File: src/rtl/bit_deframer.sv
// rtl/bit_deframer.sv - serial sync-hunting deframer with one-deep valid/ready output buffer
//
// Purpose: consumes one qualified serial bit per cycle, hunts for the SYNC
// header, assembles the following WIDTH bits (MSB first) into a word and
// presents it on a one-deep output buffer. A word completing while the buffer
// is still full is dropped and flagged in the sticky overflow bit.
//
// Optional feature macro: BIT_DEFRAMER_PARITY_EN
//   defined   - each frame carries a trailing even-parity bit; parity_err is
//               registered with every committed word.
//   undefined - no parity bit; parity_err is tied to 0.
//
// Ports:
//   clk        in   rising-edge clock
//   reset      in   synchronous active-high reset
//   bit_in     in   serial bit
//   bit_en     in   bit_in is a valid new bit this cycle
//   data_out   out  assembled word, first-received bit is MSB
//   data_valid out  data_out holds an unconsumed word
//   data_ready in   consumer accepts the word this cycle
//   parity_err out  parity status of the buffered word
//   overflow   out  sticky: a completed word was dropped
//   busy       out  high in every state except HUNT

module bit_deframer #(
  parameter int                  WIDTH    = 8,
  parameter int                  SYNC_LEN = 4,
  parameter logic [SYNC_LEN-1:0] SYNC     = 4'b1011
) (
  input  logic             clk,
  input  logic             reset,
  input  logic             bit_in,
  input  logic             bit_en,
  output logic [WIDTH-1:0] data_out,
  output logic             data_valid,
  input  logic             data_ready,
  output logic             parity_err,
  output logic             overflow,
  output logic             busy
);

  localparam int CW = (WIDTH > 2) ? $clog2(WIDTH) : 1;
  localparam logic [CW-1:0] LAST_BIT = CW'(WIDTH - 1);

  // Without parity the word register only has to remember WIDTH-1 bits: the
  // last bit goes straight from bit_in into the commit path.
`ifdef BIT_DEFRAMER_PARITY_EN
  localparam int WW = WIDTH;
`else
  localparam int WW = WIDTH - 1;
`endif

  typedef enum logic [1:0] {
    HUNT   = 2'd0,
    DATA   = 2'd1
`ifdef BIT_DEFRAMER_PARITY_EN
    ,
    PARITY = 2'd2
`endif
  } state_t;

  state_t              state_q;
  logic [SYNC_LEN-1:0] hist_q;
  logic [CW-1:0]       cnt_q;
  logic [WW-1:0]       word_q;
  logic [WIDTH-1:0]    data_out_q;
  logic                data_valid_q;
  logic                overflow_q;

  logic [SYNC_LEN-1:0] hist_shift;
  logic [WIDTH-1:0]    word_shift;
  logic                last_data;
  logic                commit;
  logic                can_load;
  logic [WIDTH-1:0]    data_out_d;

  // The match includes the bit arriving on this edge.
  assign hist_shift = {hist_q[SYNC_LEN-2:0], bit_in};
  assign word_shift = {word_q[WIDTH-2:0], bit_in};
  assign last_data  = (cnt_q == LAST_BIT);
  // A transfer on the commit edge frees the buffer for the new word.
  assign can_load   = !data_valid_q || data_ready;

`ifdef BIT_DEFRAMER_PARITY_EN
  logic parity_err_q;
  logic parity_err_d;

  always_comb begin
    commit       = 1'b0;
    data_out_d   = word_q;
    parity_err_d = 1'b0;
    if (bit_en && state_q == PARITY) begin
      commit       = 1'b1;
      parity_err_d = ^{word_q, bit_in};
    end
  end

  assign parity_err = parity_err_q;
`else
  always_comb begin
    commit     = 1'b0;
    data_out_d = word_shift;
    if (bit_en && state_q == DATA && last_data) begin
      commit = 1'b1;
    end
  end

  assign parity_err = 1'b0;
`endif

  always_ff @(posedge clk) begin
    if (reset) begin
      state_q      <= HUNT;
      hist_q       <= '0;
      cnt_q        <= '0;
      word_q       <= '0;
      data_out_q   <= '0;
      data_valid_q <= 1'b0;
      overflow_q   <= 1'b0;
`ifdef BIT_DEFRAMER_PARITY_EN
      parity_err_q <= 1'b0;
`endif
    end else begin
      if (data_valid_q && data_ready) begin
        data_valid_q <= 1'b0;
      end

      // Commit overrides the transfer-clear above when both happen together.
      if (commit) begin
        if (can_load) begin
          data_out_q   <= data_out_d;
          data_valid_q <= 1'b1;
`ifdef BIT_DEFRAMER_PARITY_EN
          parity_err_q <= parity_err_d;
`endif
        end else begin
          overflow_q <= 1'b1;
        end
      end

      if (bit_en) begin
        case (state_q)
          HUNT: begin
            if (hist_shift == SYNC) begin
              state_q <= DATA;
              hist_q  <= '0;
              cnt_q   <= '0;
            end else begin
              hist_q <= hist_shift;
            end
          end
          DATA: begin
            word_q <= word_shift[WW-1:0];
            if (last_data) begin
              cnt_q <= '0;
`ifdef BIT_DEFRAMER_PARITY_EN
              state_q <= PARITY;
`else
              state_q <= HUNT;
`endif
            end else begin
              cnt_q <= cnt_q + CW'(1);
            end
          end
          default: begin
            state_q <= HUNT;
          end
        endcase
      end
    end
  end

  assign data_out   = data_out_q;
  assign data_valid = data_valid_q;
  assign overflow   = overflow_q;
  assign busy       = (state_q != HUNT);

endmodule
File: config.mk
export PLATFORM = sky130hd
export DESIGN_NAME = bit_deframer
export DESIGN_NICKNAME = d
export VERILOG_FILES = /design/src/rtl/bit_deframer.sv
export SDC_FILE = /design/constraint.sdc
export NUM_CORES = 1
export LEC_CHECK = 0
export ABC_AREA = 1
export BUFFER_PORTS_ARGS = -buffer_cell sky130_fd_sc_hd__buf_2
export CAP_MARGIN = 30
export CELL_PAD_IN_SITES_DETAIL_PLACEMENT = 1
export CELL_PAD_IN_SITES_GLOBAL_PLACEMENT = 1
export CORE_MARGIN = 5
export CORE_UTILIZATION = 38
export DETAILED_ROUTE_END_ITERATION = 12
export GPL_ROUTABILITY_DRIVEN = 0
export PLACE_DENSITY = 0.84
export SYNTH_ARGS = -nofsm -noshare
export SYNTH_HDL_FRONTEND = slang
export SYNTH_SLANG_ARGS = --single-unit
File: constraint.sdc
create_clock -name clk -period 1.4 [get_ports clk]
set_input_delay 0.14 -clock clk [delete_from_list [all_inputs] [get_ports clk]]
set_output_delay 0.14 -clock clk [all_outputs]
set_load 0.05 [all_outputs]
==> results by group <==
Power and ir drop
  • Internal: 867 uW
  • LEAKAGE: 0.000470 uW
  • P_sw: 242 uW
  • Maximum vdd drop: 0.581 mV
  • Combinational share of power: 5.0%
  • Sw frac: 21.9%
  • Share of power burned in registers: 62.8%
  • Clk pwr share: 32.2%
  • Pwr per Cell Area: 1040 nW/um^2

Global routing
  • First-pass GRT wire length: 3.40 mm
  • Gr usage total: 12.7%
  • GR Overflow Total: 0
  • Initial antenna violation count: 0
  • Largest net degree at the start of global routing: 21
  • Vias in the first global route: 804

Layout
  • Post-layout nets: 144
  • Post-route insts no fill: 166
  • # diodes: 0
  • Synthesis-to-finish area growth: 15.0%
  • Share of cells above drive strength 1: 20.6%

STA
  • Period utilization: 92.5%
  • RSZ-0062 raised after global routing: false
  • Worst-margin pin slew: 0.508 ns
  • Fmax: 772 MHz
  • Total negative slack: 0 ns
  • Relative slew slack: 66.1%
  • Final Max Tran Viols: 0
  • # setup viols final: 0
  • Final hold slack: 0.0341 ns
  • Post-layout min period: 1.29 ns
  • Setup Skew: 0.00671 ns
  • Number of hold violations in the final report: 0

Clock network
  • Clock transition at path regs: 0.13 ns
  • Setup Buffers After CTS: 0
  • Clk sinks: 24
  • Root buf cell: clkbuf_4
  • H-tree levels: 1
  • TritonCTS buffer count: 3
  • CTS tree: yes
  • Clk buf depth: 2
  • Worst skew pair latency: 0.31 ns

Yosys
  • Avg Inst Size Synth: 7.80 sq um
  • Post-synth EDFFs: 0
  • Top cell type by total area after synthesis: dfxtp_1
  • Synth warn: 0
  • Synth top area share: 51.8%
  • Synth area leaders: dfxtp_1, nor2_1, o21ai_0
  • Count leader, synth: nor2_1
  • Mapped Area: 928 sq um
  • Synth cell count leaders: nor2_1, dfxtp_1, o21ai_0
  • Netlist cell types: 20
  • Post-synthesis sequential area ratio: 51.8%
  • Asr flop ratio synth: 0%
  • Mapped Nets: 126
  • Synthesized instance count: 119
  • Top_reg_cell synth: dfxtp_1
  • Register bit total from synthesis: 24

Placement
  • DP HPWL: 1.59 mm
  • Placed Instances: 161
  • IO buf count: 15

Run
  • Max_cap viols: 0

Floorplanning
  • Core ar.: 2410 sq um
  • Row Count: 18
  • Die Span X: 59.4 um
  • Starting Density: 38.5%
  • Die Area: 3530 sq um
  • Die Ht: 59.4 um
  • Io pins: 17

Status
  • Status: completed

Critical path
  • Critical R2R Launch: cnt_q[0]$_SDFFE_PP0P_
  • Reg2reg setup slack: 0.11 ns
  • CP endpoint kind: register
  • Crit path from: cnt_q[0]$_SDFFE_PP0P_
  • Critical path class: reg -> reg
  • Required time worst endpoint: 1.62 ns
  • Crit path DAT: 1.52 ns
  • FF-to-FF path depth: 8
  • RR Endpoint: data_out[2]$_SDFFE_PP0P_
  • CP endpoint: data_out[2]$_SDFFE_PP0P_
  • CP Launch Type: register
  • Crit Path Max Fanout: 8

Route
  • Pre-Repair DR Iteration Count: 4
  • Avg WL per Cell: 12.6 um
  • Post-DR vias/cell: 4.88
  • Starting DRT DRC Count: 13
  • Post-Route WL: 2.10 mm
  • DRC violations left: 0
  • Remaining antenna violation count after routing: 0
  • Vias: 810

Min path
  • Worst hold path type: in -> reg
==> metal layers <==
| layer | global-route usage (%) | vias to the layer above | wire, um |
|---|---|---|---|
| li1 | - | 412 | - |
| met1 | 13.7 | 385 | 844 |
| met2 | 23.4 | 13 | 1160 |
| met3 | 4.58 | 0 | 93 |
| met4 | 2.59 | 0 | 0 |
| met5 | 0 | - | 0 |
==> flip-flops by register name, indices dropped and copies added (netlist names) <==
signal / flops
word_q: 7
state_q: 1
cnt_q: 3
data_out: 8
hist_q: 3
data_valid: 1
overflow: 1
==> placed cells by master, fill, tap and decap left out <==
cell       n
nand2_1    8
dfxtp_1   22
ha_1       2
inv_2      1
clkinv_1   1
a21oi_1    9
nand2_4    1
clkbuf_4   3
nand2_2    2
inv_1      8
buf_2     15
clkinv_4   1
o21ai_0   10
nor3_1     1
buf_4      1
nand3_1    3
nor2_4     1
dfxtp_2    2
conb_1     1
clkbuf_8   1
nor2_1    34
o21ai_1    9
==> cell type report <==
type | instances | area (sq um)
fillers | 314 | 1340
multi-input cells | 81 | 382
clock buffers | 4 | 36.3
inverters | 11 | 46.3
well taps | 30 | 37.5
repair buffers | 16 | 82.6
flip-flops and latches | 24 | 483
==> power by group through the flow <==
stage / combinational [uW] / sequential, uW / clock, uW
after floorplan: 39.6 / 711 / 0
after global placement: 51.7 / 711 / 0
after detailed placement: 54.8 / 712 / 0
after CTS: 55.0 / 697 / 377
after global routing: 64.1 / 698 / 410
final: 55.6 / 696 / 357
==> cell families after synthesis <==
kind of cell               Yosys count  synth area share [%]
AOI/OAI and AO/OA                   28                  15.1
adders and majority gates            2                  2.69
buffers and inverters               15                  7.82
DFF                                 24                  51.8
other                                1                 0.404
and+or+nand+nor                     49                  22.2
==> critical path: stages (launching register included) <==
cell	delay, ns
dfxtp_2	0.35
ha_1	0.20
ha_1	0.20
inv_2	0.07
nor2_4	0.05
nand2_4	0.10
clkinv_4	0.09
nor2_1	0.10
nor2_1	0.06
==> timing repair <==
item / in CTS / in global routing
endpoints found under the setup margin: 1 / 8
pin swaps: 0 / 2
gates resized for setup: 1 / 6
cloned: 0 / 1
hold buffers: 0 / 0
==> through the flow <==
stage          worst slack, ns  utilization (%)  power, uW  area [sq um]
2_1_floorplan           0.0135                -        750           928
3_3_place_gp             0.115             42.4        763          1020
3_5_place_dp            0.0225             42.4        766          1020
4_1_cts                0.00931             43.9       1130          1060
5_1_grt                0.00376             44.3       1170          1070
6_report                 0.105             44.3       1110          1070
==> worst min-delay path by stage <==
stage               startpoint  slack, ns                    end  cells past startpoint
global route             reset       0.01  overflow$_SDFFE_PP0P_                      2
detailed placement       reset       0.37  cnt_q[2]$_SDFFE_PP0P_                      2
CTS                      reset       0.02  cnt_q[2]$_SDFFE_PP0P_                      2
global placement         reset       0.36  cnt_q[1]$_SDFFE_PP0P_                      2
finish                   reset       0.03  cnt_q[1]$_SDFFE_PP0P_                      2
floorplan                reset       0.21  cnt_q[1]$_SDFFE_PP0P_                      1
Note: power is estimated with default switching activity, not from simulation.
